--- src/rtl/spi_defs.sv ---
// Shared definitions for the SPI slave: frame size default, FSM encodings
// and the levels the input synchronizers hold while in reset.
package spi_defs;

   localparam int FRAME_BITS_DEF  = 32;
   localparam int SYNC_STAGES_DEF = 2;

   // Idle bus levels for mode 0 with active-low chip select.
   localparam logic SCLK_IDLE = 1'b0;
   localparam logic CS_IDLE   = 1'b1;
   localparam logic MOSI_IDLE = 1'b0;

   typedef enum logic [1:0] {
      ST_IDLE  = 2'd0,
      ST_SHIFT = 2'd1,
      ST_HOLD  = 2'd2
   } spi_state_t;

endpackage

--- src/rtl/spi_sync_edge.sv ---
// Multi-flop synchronizer for one asynchronous input followed by a
// single-register edge detector. Reset forces the chain to the bus idle
// level so no spurious edge is seen when reset releases.
module spi_sync_edge #(
   parameter int   STAGES   = 2,
   parameter logic IDLE_LVL = 1'b0
) (
   input  logic clk_sys,
   input  logic rst_b,
   input  logic d,
   output logic q,
   output logic rise,
   output logic fall
);

   logic [STAGES-1:0] sync_q;
   logic              prev_q;

   // Shift the raw input through the synchronizer and keep one delayed copy.
   always_ff @(posedge clk_sys or negedge rst_b) begin
      if (!rst_b) begin
         sync_q <= {STAGES{IDLE_LVL}};
         prev_q <= IDLE_LVL;
      end else begin
         sync_q <= {sync_q[STAGES-2:0], d};
         prev_q <= sync_q[STAGES-1];
      end
   end

   assign q    = sync_q[STAGES-1];
   assign rise = sync_q[STAGES-1] & ~prev_q;
   assign fall = ~sync_q[STAGES-1] & prev_q;

endmodule

--- src/rtl/spi_slave.sv ---
// Mode-0 SPI slave, oversampled on the board clock. One frame of
// FRAME_BITS bits per chip-select window; the received word is handed over
// with a done/ack level handshake, with sticky overrun and abort pulse.
//
// state    | meaning
// ---------+-----------------------------------------------------------
// ST_IDLE  | deselected, MISO tri-stated, waiting for CS falling edge
// ST_SHIFT | selected, shifting bits on SCLK edges
// ST_HOLD  | full frame received, further SCLK ignored until CS rises
module spi_slave
   import spi_defs::*;
#(
   parameter int FRAME_BITS  = FRAME_BITS_DEF,
   parameter int SYNC_STAGES = SYNC_STAGES_DEF
) (
   input  logic                  BOARD_CLOCK,
   input  logic                  RST,
   input  logic                  SPI_SCLK,
   input  logic                  SPI_MOSI,
   input  logic                  SPI_CS,
   output logic                  SPI_MISO,
   output logic                  SPI_MISO_OE,
   input  logic [FRAME_BITS-1:0] SPI_I,
   output logic [FRAME_BITS-1:0] SPI_O,
   output logic                  SPI_DONE_O,
   input  logic                  SPI_ACK_I,
   output logic                  SPI_OVR_O,
   output logic                  SPI_ABORT_O
);

   localparam int                CNT_W    = $clog2(FRAME_BITS + 1);
   localparam logic [CNT_W-1:0]  CNT_MAX  = CNT_W'(FRAME_BITS);
   localparam logic [CNT_W-1:0]  CNT_LAST = CNT_W'(FRAME_BITS - 1);

   logic sclk_rise, sclk_fall, cs_rise, cs_fall, mosi_s;
   logic unused_sclk_lvl, unused_cs_lvl, unused_mosi_rise, unused_mosi_fall;

   spi_sync_edge #(.STAGES(SYNC_STAGES), .IDLE_LVL(SCLK_IDLE)) u_sync_sclk (
      .clk_sys (BOARD_CLOCK),
      .rst_b   (RST),
      .d       (SPI_SCLK),
      .q       (unused_sclk_lvl),
      .rise    (sclk_rise),
      .fall    (sclk_fall)
   );

   spi_sync_edge #(.STAGES(SYNC_STAGES), .IDLE_LVL(CS_IDLE)) u_sync_cs (
      .clk_sys (BOARD_CLOCK),
      .rst_b   (RST),
      .d       (SPI_CS),
      .q       (unused_cs_lvl),
      .rise    (cs_rise),
      .fall    (cs_fall)
   );

   // MOSI uses the same depth as SCLK so the sampled level lines up with
   // the detected rising edge.
   spi_sync_edge #(.STAGES(SYNC_STAGES), .IDLE_LVL(MOSI_IDLE)) u_sync_mosi (
      .clk_sys (BOARD_CLOCK),
      .rst_b   (RST),
      .d       (SPI_MOSI),
      .q       (mosi_s),
      .rise    (unused_mosi_rise),
      .fall    (unused_mosi_fall)
   );

   spi_state_t            state_q, state_nxt;
   logic [FRAME_BITS-1:0] tx_sr, rx_sr, rx_nxt;
   logic [CNT_W-1:0]      bit_cnt;
   logic                  start_frame, rx_shift, tx_shift, frame_done, abort_nxt;

   assign rx_nxt = {rx_sr[FRAME_BITS-2:0], mosi_s};

   // State register.
   always_ff @(posedge BOARD_CLOCK or negedge RST) begin
      if (!RST) begin
         state_q <= ST_IDLE;
      end else begin
         state_q <= state_nxt;
      end
   end

   // Next-state and datapath strobes; a CS rise wins over a coincident SCLK edge.
   always_comb begin
      state_nxt   = state_q;
      start_frame = 1'b0;
      rx_shift    = 1'b0;
      tx_shift    = 1'b0;
      frame_done  = 1'b0;
      abort_nxt   = 1'b0;
      case (state_q)
         ST_IDLE: begin
            if (cs_fall) begin
               state_nxt   = ST_SHIFT;
               start_frame = 1'b1;
            end
         end
         ST_SHIFT: begin
            if (cs_rise) begin
               state_nxt = ST_IDLE;
               abort_nxt = 1'b1;
            end else if (sclk_rise) begin
               rx_shift = 1'b1;
               if (bit_cnt == CNT_LAST) begin
                  frame_done = 1'b1;
                  state_nxt  = ST_HOLD;
               end
            end else if (sclk_fall) begin
               tx_shift = 1'b1;
            end
         end
         ST_HOLD: begin
            if (cs_rise) begin
               state_nxt = ST_IDLE;
            end
         end
         default: begin
            state_nxt = ST_IDLE;
         end
      endcase
   end

   // Shift registers, bit counter, MISO drive and the host-side handshake.
   always_ff @(posedge BOARD_CLOCK or negedge RST) begin
      if (!RST) begin
         tx_sr       <= '0;
         rx_sr       <= '0;
         bit_cnt     <= '0;
         SPI_MISO    <= 1'b0;
         SPI_MISO_OE <= 1'b0;
         SPI_O       <= '0;
         SPI_DONE_O  <= 1'b0;
         SPI_OVR_O   <= 1'b0;
         SPI_ABORT_O <= 1'b0;
      end else begin
         SPI_ABORT_O <= abort_nxt;
         SPI_MISO_OE <= (state_nxt != ST_IDLE);

         if (start_frame) begin
            tx_sr    <= SPI_I;
            rx_sr    <= '0;
            bit_cnt  <= '0;
            SPI_MISO <= SPI_I[FRAME_BITS-1];
         end

         if (rx_shift) begin
            rx_sr <= rx_nxt;
            if (bit_cnt != CNT_MAX) begin
               bit_cnt <= bit_cnt + 1'b1;
            end
         end

         if (tx_shift) begin
            tx_sr    <= tx_sr << 1;
            SPI_MISO <= tx_sr[FRAME_BITS-2];
         end

         if (frame_done || abort_nxt) begin
            SPI_MISO <= 1'b0;
         end

         // A completing frame always wins the done flag; an ACK in the same
         // cycle consumes the old word, so no overrun is recorded.
         if (frame_done) begin
            SPI_O      <= rx_nxt;
            SPI_DONE_O <= 1'b1;
            SPI_OVR_O  <= SPI_ACK_I ? 1'b0 : (SPI_OVR_O | SPI_DONE_O);
         end else if (SPI_ACK_I) begin
            SPI_DONE_O <= 1'b0;
            SPI_OVR_O  <= 1'b0;
         end
      end
   end

endmodule

--- config.mk ---
export PLATFORM = sky130hd
export DESIGN_NAME = spi_slave
export DESIGN_NICKNAME = d
export VERILOG_FILES = /design/src/rtl/spi_defs.sv /design/src/rtl/spi_sync_edge.sv /design/src/rtl/spi_slave.sv
export SDC_FILE = /design/constraint.sdc
export NUM_CORES = 1
export LEC_CHECK = 0
export CORE_MARGIN = 4
export CORE_UTILIZATION = 40
export DETAILED_ROUTE_END_ITERATION = 6
export MAX_ROUTING_LAYER = met4
export PLACE_DENSITY = 0.74
export SYNTH_ARGS = -nofsm -noshare
export SYNTH_HDL_FRONTEND = slang
export SYNTH_HIERARCHICAL = 1
export SYNTH_SLANG_ARGS = --single-unit
--- constraint.sdc ---
create_clock -name BOARD_CLOCK -period 3.6 [get_ports BOARD_CLOCK]
set_input_delay 0.36 -clock BOARD_CLOCK [delete_from_list [all_inputs] [get_ports BOARD_CLOCK]]
set_output_delay 0.36 -clock BOARD_CLOCK [all_outputs]
set_load 0.05 [all_outputs]
==> results of run 1 <==
[layer usage]
metal,global-route usage,part of all wire,vias to the layer above
met2,0.236,0.50,56
met3,0.0526,0.035,12
met5,-,0,-
li1,-,-,1366
met4,0.0571,0.015,0
met1,0.187,0.45,1499
[worst min-delay path by stage]
| stage | start | end | slack, ns | cells after the start |
|---|---|---|---|---|
| 4_1_cts | RST | SPI_O[25] | 0.27 | 2 |
| 6_report | RST | SPI_O[25] | 0.29 | 2 |
| 3_5_place_dp | RST | SPI_O[25] | 0.16 | 1 |
| 2_1_floorplan | RST | SPI_ABORT_O | 0.06 | 0 |
| 3_3_place_gp | RST | SPI_O[26] | 0.16 | 1 |
| 5_1_grt | RST | SPI_O[25] | 0.28 | 2 |
[flip-flops by register name, indices dropped and copies added, names as in the netlist]
register            cells
SPI_ABORT_O             1
u_sync_cs/prev_q        1
bit_cnt                 6
u_sync_cs/sync_q        2
SPI_DONE_O              1
u_sync_sclk/sync_q      2
tx_sr                  31
SPI_OVR_O               1
state_q                 2
SPI_MISO                1
SPI_MISO_OE             1
u_sync_sclk/prev_q      1
rx_sr                  31
SPI_O                  32
u_sync_mosi/sync_q      2
[what timing repair did]
item,4_1_cts,5_1_grt
hold buffers,1,0
setup endpoints to repair,0,0
endpoints found under the hold margin,2,0
[area by class of cell]
type,count,area [µm²],area share
clock buffers,21,470,0.0784
well taps,140,175,0.0292
flip-flops and latches,115,2880,0.480
inverters,5,18.8,0.00313
multi-input cells,181,1570,0.261
repair buffers,81,806,0.134
clock inverters,6,82.6,0.0138
[power groups by stage]
stage | sequential, mW | clock (mW) | combinational (mW)
floorplan | 1.54 | 0 | 0.221
global placement | 1.54 | 0 | 0.347
detailed placement | 1.55 | 0 | 0.360
CTS | 1.53 | 1.60 | 0.361
global route | 1.55 | 1.67 | 0.394
finish | 1.54 | 1.57 | 0.355
[per-stage QoR]
step | hold WS [ns] | utilization | instance area (µm²) | total power, mW | std cells
final | 0.293 | 0.546 | 6000 | 3.46 | 549
after global routing | 0.282 | 0.546 | 6000 | 3.61 | 549
after CTS | 0.273 | 0.546 | 6000 | 3.50 | 549
after detailed placement | 0.159 | 0.495 | 5440 | 1.91 | 521
after global placement | 0.157 | 0.495 | 5440 | 1.89 | 521
after floorplan | 0.0644 | - | 4560 | 1.76 | 323
[worst register-to-register path: cells and delay by family (launching register included)]
| kind | cells | cell delay, ns |
|---|---|---|
| mux | 1 | 0.69 |
| simple gates | 3 | 1.35 |
| flops | 1 | 0.52 |
==> results.py, run 1 <==
metrics = {
    "critical_path": {
        "cpLargestDelayFamily": "simple AND/OR/NAND/NOR gates",
        "r2r_end": "SPI_O[5]",
        "crit_type": "reg2reg",
        "worstSetupStartpointType": "register",
        "worst-r2r-setup-slack_ns": 0.91,
        "r2r_cells": 4,
        "cp.required_ns": 3.87,
        "rr_startpoint": "u_sync_cs/prev_q",
        "crit_slowest_cell": "nand4_2",
        "critical_path.endpoint": "SPI_O[5]",
        "max_stage_delay_ns": 0.90,
        "arrival_ns": 2.96,
        "critPathCaptureType": "register",
        "cp.buffers_inverters": 0,
        "cp.depth": 4,
        "cp_max_fo": 33,
        "crit_chain": "nor2b_1, nor3b_4, nand4_2, mux2_1",
        "crit_start": "u_sync_cs/prev_q",
    },
    "sta": {
        "setup_slack_ns": 0.913,
        "tns_ns": 0,
        "hold_viol": 0,
        "worst_pin_slew_ns": 1.13,
        "slew_headroom": 0.245,
        "fin_crit_sh": 0.746,
        "slew_viol_final": 0,
        "clock_skew_ns": 0.00615,
        "max_freq_mhz": 372,
        "setup_viol": 0,
        "rsz0062_at_grt": "no",
        "fin_crit_ns": 2.69,
    },
    "global_routing": {
        "grt_max_degree": 114,
        "grt_pass1_wl_um": 15200,
        "overflow": 0,
        "grtUsageTotal": 0.153,
        "grt_pass1_vias": 3036,
        "antenna_found_initial": 0,
    },
    "cts": {
        "cts.repair.resized": 0,
        "cts_buffers": 17,
        "root_buffer": "clkbuf_16",
        "clk_latency_ns": 0.40,
        "h-tree-depth": 4,
        "clk_pin_slew_ns": 0.05,
        "post_cts_buffers": 0,
        "cts_tree": "done",
        "cts_num_sinks": 115,
        "clk_path_buf_depth": 2,
    },
    "pwr": {
        "p_int_mw": 2.67,
        "seqPwrFrac": 0.444,
        "power_frac_clock": 0.453,
        "vdd_drop_max_mv": 0.266,
        "power_density_nw_per_um2": 576,
        "p_sw_uw": 787,
        "p_comb_frac": 0.103,
        "switching_share": 0.228,
        "leakagePower_nw": 2.77,
    },
    "finish": {
        "final_common_cell": "dfrtp_1",
        "fillers": 887,
        "final_cell_mix": "dfrtp_1 (112), clkdlybuf4s50_1 (73), a22o_1 (32), mux2_1 (32), and2_1 (31)",
        "layout-drive-gt1-share": 0.110,
        "n_antenna_cell": 0,
        "syn2layout_area_growth_pct": 31.6,
        "fin_nets": 441,
    },
    "yosys": {
        "synth_warnings": 6,
        "synthesis.nets": 363,
        "avgSynthCellArea_um2": 14.1,
        "syn_inst": 323,
        "syn-cell-area_um2": 4560,
    },
    "drt": {
        "ant_nets": 0,
        "first_pass_iters": 4,
        "via_per_inst": 5.34,
        "route.detailed.drc": 0,
        "initialDrtViolationCount": 202,
        "wl_per_cell_um": 16.6,
        "routed_wl_um": 9100,
        "route.vias.total": 2933,
    },
    "die": {
        "rows": 38,
        "ios": 75,
        "start_util": 0.415,
        "die_h_um": 115,
        "core_um2": 11000,
        "fp.dieArea_um2": 13200,
        "die_w_um": 115,
    },
    "placed_design": {
        "dp_hpwl_um": 5560,
        "pre_cts_ws_ns": 0.880,
        "routabilityCongestion": 0.713,
        "port-buffer-count": 74,
    },
    "min_path": {
        "hold_class": "in2async",
    },
    "job": {
        "maxCapViolations": 0,
    },
    "outcome": {
        "status": "finished clean",
    },
}
No activity file was read; power rests on OpenSTA's default activity.
==> run 2: changes to the inputs <==
- PLACE_DENSITY: 0.74 -> 0.76
- clock period: 3.6 -> 2.25 ns (I/O delays scaled with it)
==> results.py, run 2 (synthesized netlist as in run 1, its figures left out) <==
metrics = {
    "outcome": {
        "status": "finished clean",
    },
    "drt": {
        "route.vias.total": 2965,
        "wl_per_cell_um": 16.8,
        "first_pass_iters": 4,
        "initialDrtViolationCount": 192,
        "wl_met2_um": 4810,
        "ant_nets": 0,
        "routed_wl_um": 9340,
        "drt-met1-wl_um": 4100,
        "highest_layer": "met4",
        "wl_met3_um": 338,
        "route.detailed.drc": 0,
        "via_per_inst": 5.32,
    },
    "finish": {
        "syn2layout_area_growth_pct": 34.8,
        "final_cell_mix": "dfrtp_1 (112), clkdlybuf4s50_1 (73), a22o_1 (32), mux2_1 (32), and2_1 (31)",
        "fin_nets": 444,
        "largest_reg_flops": 32,
        "fillers": 873,
        "fin_cells": 557,
        "layout-drive-gt1-share": 0.127,
        "final_common_cell": "dfrtp_1",
        "top_register": "SPI_O",
        "n_antenna_cell": 0,
        "largestRegisters": "SPI_O (32), rx_sr (31), tx_sr (31)",
    },
    "pwr": {
        "vdd_drop_max_mv": 0.433,
        "p_total_mw": 5.93,
        "power_density_nw_per_um2": 965,
        "leakagePower_nw": 2.83,
    },
    "sta": {
        "setup_viol": 0,
        "rsz0062_at_grt": "no",
        "hold_viol": 0,
        "max_freq_mhz": 508,
        "worst_pin_slew_ns": 0.749,
        "clock_skew_ns": 0.0121,
        "fin_crit_ns": 1.97,
        "fin_crit_sh": 0.876,
        "slew_headroom": 0.500,
        "slew_viol_final": 0,
    },
    "global_routing": {
        "antenna_found_initial": 0,
        "grtUsageTotal": 0.156,
        "grt_pass1_vias": 3069,
        "grt_max_degree": 43,
        "grt_pass1_wl_um": 15400,
        "overflow": 0,
    },
    "critical_path": {
        "worstSetupStartpointType": "register",
        "cp_max_fo": 32,
        "worst-r2r-setup-slack_ns": 0.28,
        "critPathCaptureType": "register",
        "crit_type": "reg2reg",
        "cp.required_ns": 2.58,
        "arrival_ns": 2.30,
    },
    "cts": {
        "h-tree-depth": 4,
        "root_buffer": "clkbuf_16",
        "clk_pin_slew_ns": 0.05,
        "cts_buffers": 17,
        "clk_latency_ns": 0.41,
        "cts_tree": "done",
        "clk_path_buf_depth": 2,
        "cts_num_sinks": 115,
    },
    "placed_design": {
        "dp_hpwl_um": 6050,
        "port-buffer-count": 74,
        "place_inst": 524,
        "routabilityCongestion": 0.825,
    },
    "die": {
        "core_um2": 11000,
        "die_h_um": 115,
        "die_w_um": 115,
        "ios": 75,
        "start_util": 0.415,
        "rows": 38,
        "fp.dieArea_um2": 13200,
    },
    "min_path": {
        "hold_class": "in2reg",
    },
    "job": {
        "maxCapViolations": 0,
    },
}
-- run 2: cell type report --
class	instances	area [µm²]	share of cell area
clock inverters	14	210	0.0342
flip-flops and latches	115	2880	0.469
clock buffers	18	429	0.0698
inverters	5	18.8	0.00305
multi-input cells	181	1580	0.257
repair buffers	84	853	0.139
well taps	140	175	0.0285
-- run 2: metrics by stage --
stage	setup slack (ns)	utilization	hold slack [ns]	TNS, ns	cell area [µm²]
final	0.280	0.560	0.221	0	6150
after global routing	0.144	0.560	0.216	0	6150
after CTS	0.273	0.560	0.211	0	6150
after detailed placement	-0.0783	0.500	0.243	-2.01	5490
after global placement	0.0388	0.500	0.237	0	5490
after floorplan	0.350	-	-0.0706	0	4560
-- run 2: where the power goes --
part	leakage (nW)	switching (mW)	internal [mW]
Sequential	1.53	0.149	2.30
Combinational	0.997	0.284	0.310
Clock	0.306	0.934	1.96
Total	2.83	1.37	4.56
-- run 2: path summary, 6_finish.rpt --
check | start | to | cells after the start
max | u_sync_cs/sync_q[1] | rx_sr[15] | 5
min | SPI_CS | u_sync_cs/sync_q[0] | 1
max reg2reg | u_sync_cs/sync_q[1] | rx_sr[15] | 5
min reg2reg | u_sync_sclk/sync_q[0] | u_sync_sclk/sync_q[1] | 0
max in group asynchronous | RST | SPI_O[10] | 3
min in group asynchronous | RST | rx_sr[26] | 2
-- run 2: what timing repair did --
item / in CTS / in global routing
buffers inserted: 0 / 0
endpoints found under the hold margin: 36 / 0
resized for setup: 2 / 0
hold buffers: 1 / 0
setup endpoints to repair: 49 / 0
-- run 2: per-layer routing --
layer	track usage	up-vias
li1	-	1372
met1	0.191	1536
met2	0.247	47
met3	0.0505	10
met4	0.0493	0
met5	-	-
-- run 2: critical path, stage by stage, from the launching register on --
cell and delay, ns:
dfstp_2 0.53, nor2b_1 0.26, buf_4 0.21, nor4bb_4 0.06, nor2_4 0.59, a22o_1 0.24
==> run 3: changes to the inputs <==
- CORE_MARGIN: 4 -> 2
==> results.py, run 3 (synthesized netlist as in run 1, its figures left out) <==
metrics = {
    "global_routing": {
        "overflow": 0,
        "grt_pass1_wl_um": 15300,
        "antenna_found_initial": 0,
        "grt_max_degree": 60,
        "grt_pass1_vias": 3031,
        "grtUsageTotal": 0.161,
    },
    "placed_design": {
        "port-buffer-count": 74,
        "routabilityCongestion": 0.805,
        "pre_cts_ws_ns": -0.0416,
        "place_inst": 525,
        "dp_hpwl_um": 5870,
    },
    "pwr": {
        "p_int_mw": 4.45,
        "power_density_nw_per_um2": 941,
        "power_frac_clock": 0.473,
        "p_sw_mw": 1.31,
        "vdd_drop_max_mv": 0.520,
        "leakagePower_nw": 2.83,
        "switching_share": 0.227,
        "p_comb_frac": 0.103,
        "seqPwrFrac": 0.424,
    },
    "finish": {
        "largestRegisters": "SPI_O (32), rx_sr (31), tx_sr (31)",
        "top_register": "SPI_O",
        "syn2layout_area_growth_pct": 34.0,
        "final_util": 0.557,
        "fin_nets": 445,
        "fin_cells": 556,
        "fillers": 877,
        "largest_reg_flops": 32,
        "final_common_cell": "dfrtp_1",
        "final_cell_mix": "dfrtp_1 (112), clkdlybuf4s50_1 (73), a22o_1 (32), mux2_1 (32), and2_1 (31)",
        "n_antenna_cell": 0,
        "layout-drive-gt1-share": 0.127,
    },
    "critical_path": {
        "worstSetupStartpointType": "register",
        "critPathCaptureType": "register",
        "cp.required_ns": 2.58,
        "cp_max_fo": 32,
        "crit_type": "reg2reg",
        "arrival_ns": 2.29,
    },
    "die": {
        "die_w_um": 111,
        "ios": 75,
        "core_um2": 11000,
        "start_util": 0.415,
        "rows": 38,
        "fp.dieArea_um2": 12300,
        "die_h_um": 111,
    },
    "sta": {
        "slew_headroom": 0.507,
        "slew_viol_final": 0,
        "fin_crit_ns": 1.96,
        "fin_crit_sh": 0.873,
        "clock_skew_ns": 0.00891,
        "worst_pin_slew_ns": 0.738,
        "whs_ns": 0.233,
        "setup_viol": 0,
        "tns_ns": 0,
        "max_freq_mhz": 509,
        "rsz0062_at_grt": "no",
        "hold_viol": 0,
        "setup_slack_ns": 0.287,
    },
    "drt": {
        "wl_per_cell_um": 16.2,
        "first_pass_iters": 6,
        "initialDrtViolationCount": 193,
        "route.vias.total": 2958,
        "route.detailed.drc": 0,
        "routed_wl_um": 9010,
        "via_per_inst": 5.32,
        "ant_nets": 0,
    },
    "job": {
        "maxCapViolations": 0,
    },
    "cts": {
        "h-tree-depth": 4,
        "root_buffer": "clkbuf_16",
        "clk_path_buf_depth": 2,
        "clk_latency_ns": 0.40,
        "clk_pin_slew_ns": 0.05,
        "cts_tree": "done",
        "cts_buffers": 17,
        "cts_num_sinks": 115,
    },
    "outcome": {
        "status": "finished clean",
    },
    "min_path": {
        "hold_class": "in2reg",
    },
}
## run 3: power by group through the flow
| stage | Combinational [mW] | Clock [mW] | Sequential, mW |
|---|---|---|---|
| after global placement | 0.571 | 0 | 2.46 |
| final | 0.593 | 2.72 | 2.44 |
| after detailed placement | 0.591 | 0 | 2.47 |
| after CTS | 0.605 | 2.78 | 2.44 |
| after global routing | 0.658 | 2.87 | 2.46 |
| after floorplan | 0.353 | 0 | 2.46 |
## run 3: repair_timing
| action | 4_1_cts | 5_1_grt |
|---|---|---|
| hold buffers | 1 | 0 |
| hold endpoints to repair | 28 | 0 |
| resized for setup | 2 | 0 |
| buffers inserted | 0 | 0 |
| setup endpoints to repair | 61 | 0 |
## run 3: routing by layer
metal  part of all wire  GRT usage  vias up
met5                  0          -        -
met4              0.016     0.0700        0
met3              0.036     0.0377        9
met2               0.48      0.236       73
met1               0.47      0.215     1502
li1                   -          -     1374
## run 3: stage by stage
stage	total power, mW	instance area (µm²)
5_1_grt	5.99	6110
3_3_place_gp	3.03	5480
3_5_place_dp	3.06	5480
6_report	5.76	6110
2_1_floorplan	2.82	4560
4_1_cts	5.82	6110
## run 3: worst paths after layout
kind                            cells after the start  slack [ns]                  start                    end
worst max register to register                      5        0.29    u_sync_cs/sync_q[1]               rx_sr[9]
worst max-delay path                                5        0.29    u_sync_cs/sync_q[1]               rx_sr[9]
worst min register to register                      0        0.35  u_sync_mosi/sync_q[0]  u_sync_mosi/sync_q[1]
worst min-delay path                                1        0.23                 SPI_CS    u_sync_cs/sync_q[0]
max in group asynchronous                           3        1.22                    RST               tx_sr[8]
min in group asynchronous                           2        0.32                    RST             SPI_DONE_O
## run 3: critical path, stage by stage (launching register included)
cell and delay, ns:
dfstp_2 0.53, nor2b_1 0.28, buf_4 0.22, nor4bb_4 0.06, nor2_4 0.56, a22o_1 0.23
## run 3: area by class of cell
| cell class | count | area (µm²) | area share |
|---|---|---|---|
| Clock buffer | 21 | 480 | 0.0786 |
| Clock inverter | 9 | 129 | 0.0211 |
| Inverter | 5 | 18.8 | 0.00307 |
| Multi-Input combinational cell | 181 | 1580 | 0.258 |
| Sequential cell | 115 | 2880 | 0.471 |
| Tap cell | 140 | 175 | 0.0287 |
| Timing Repair Buffer | 85 | 848 | 0.139 |
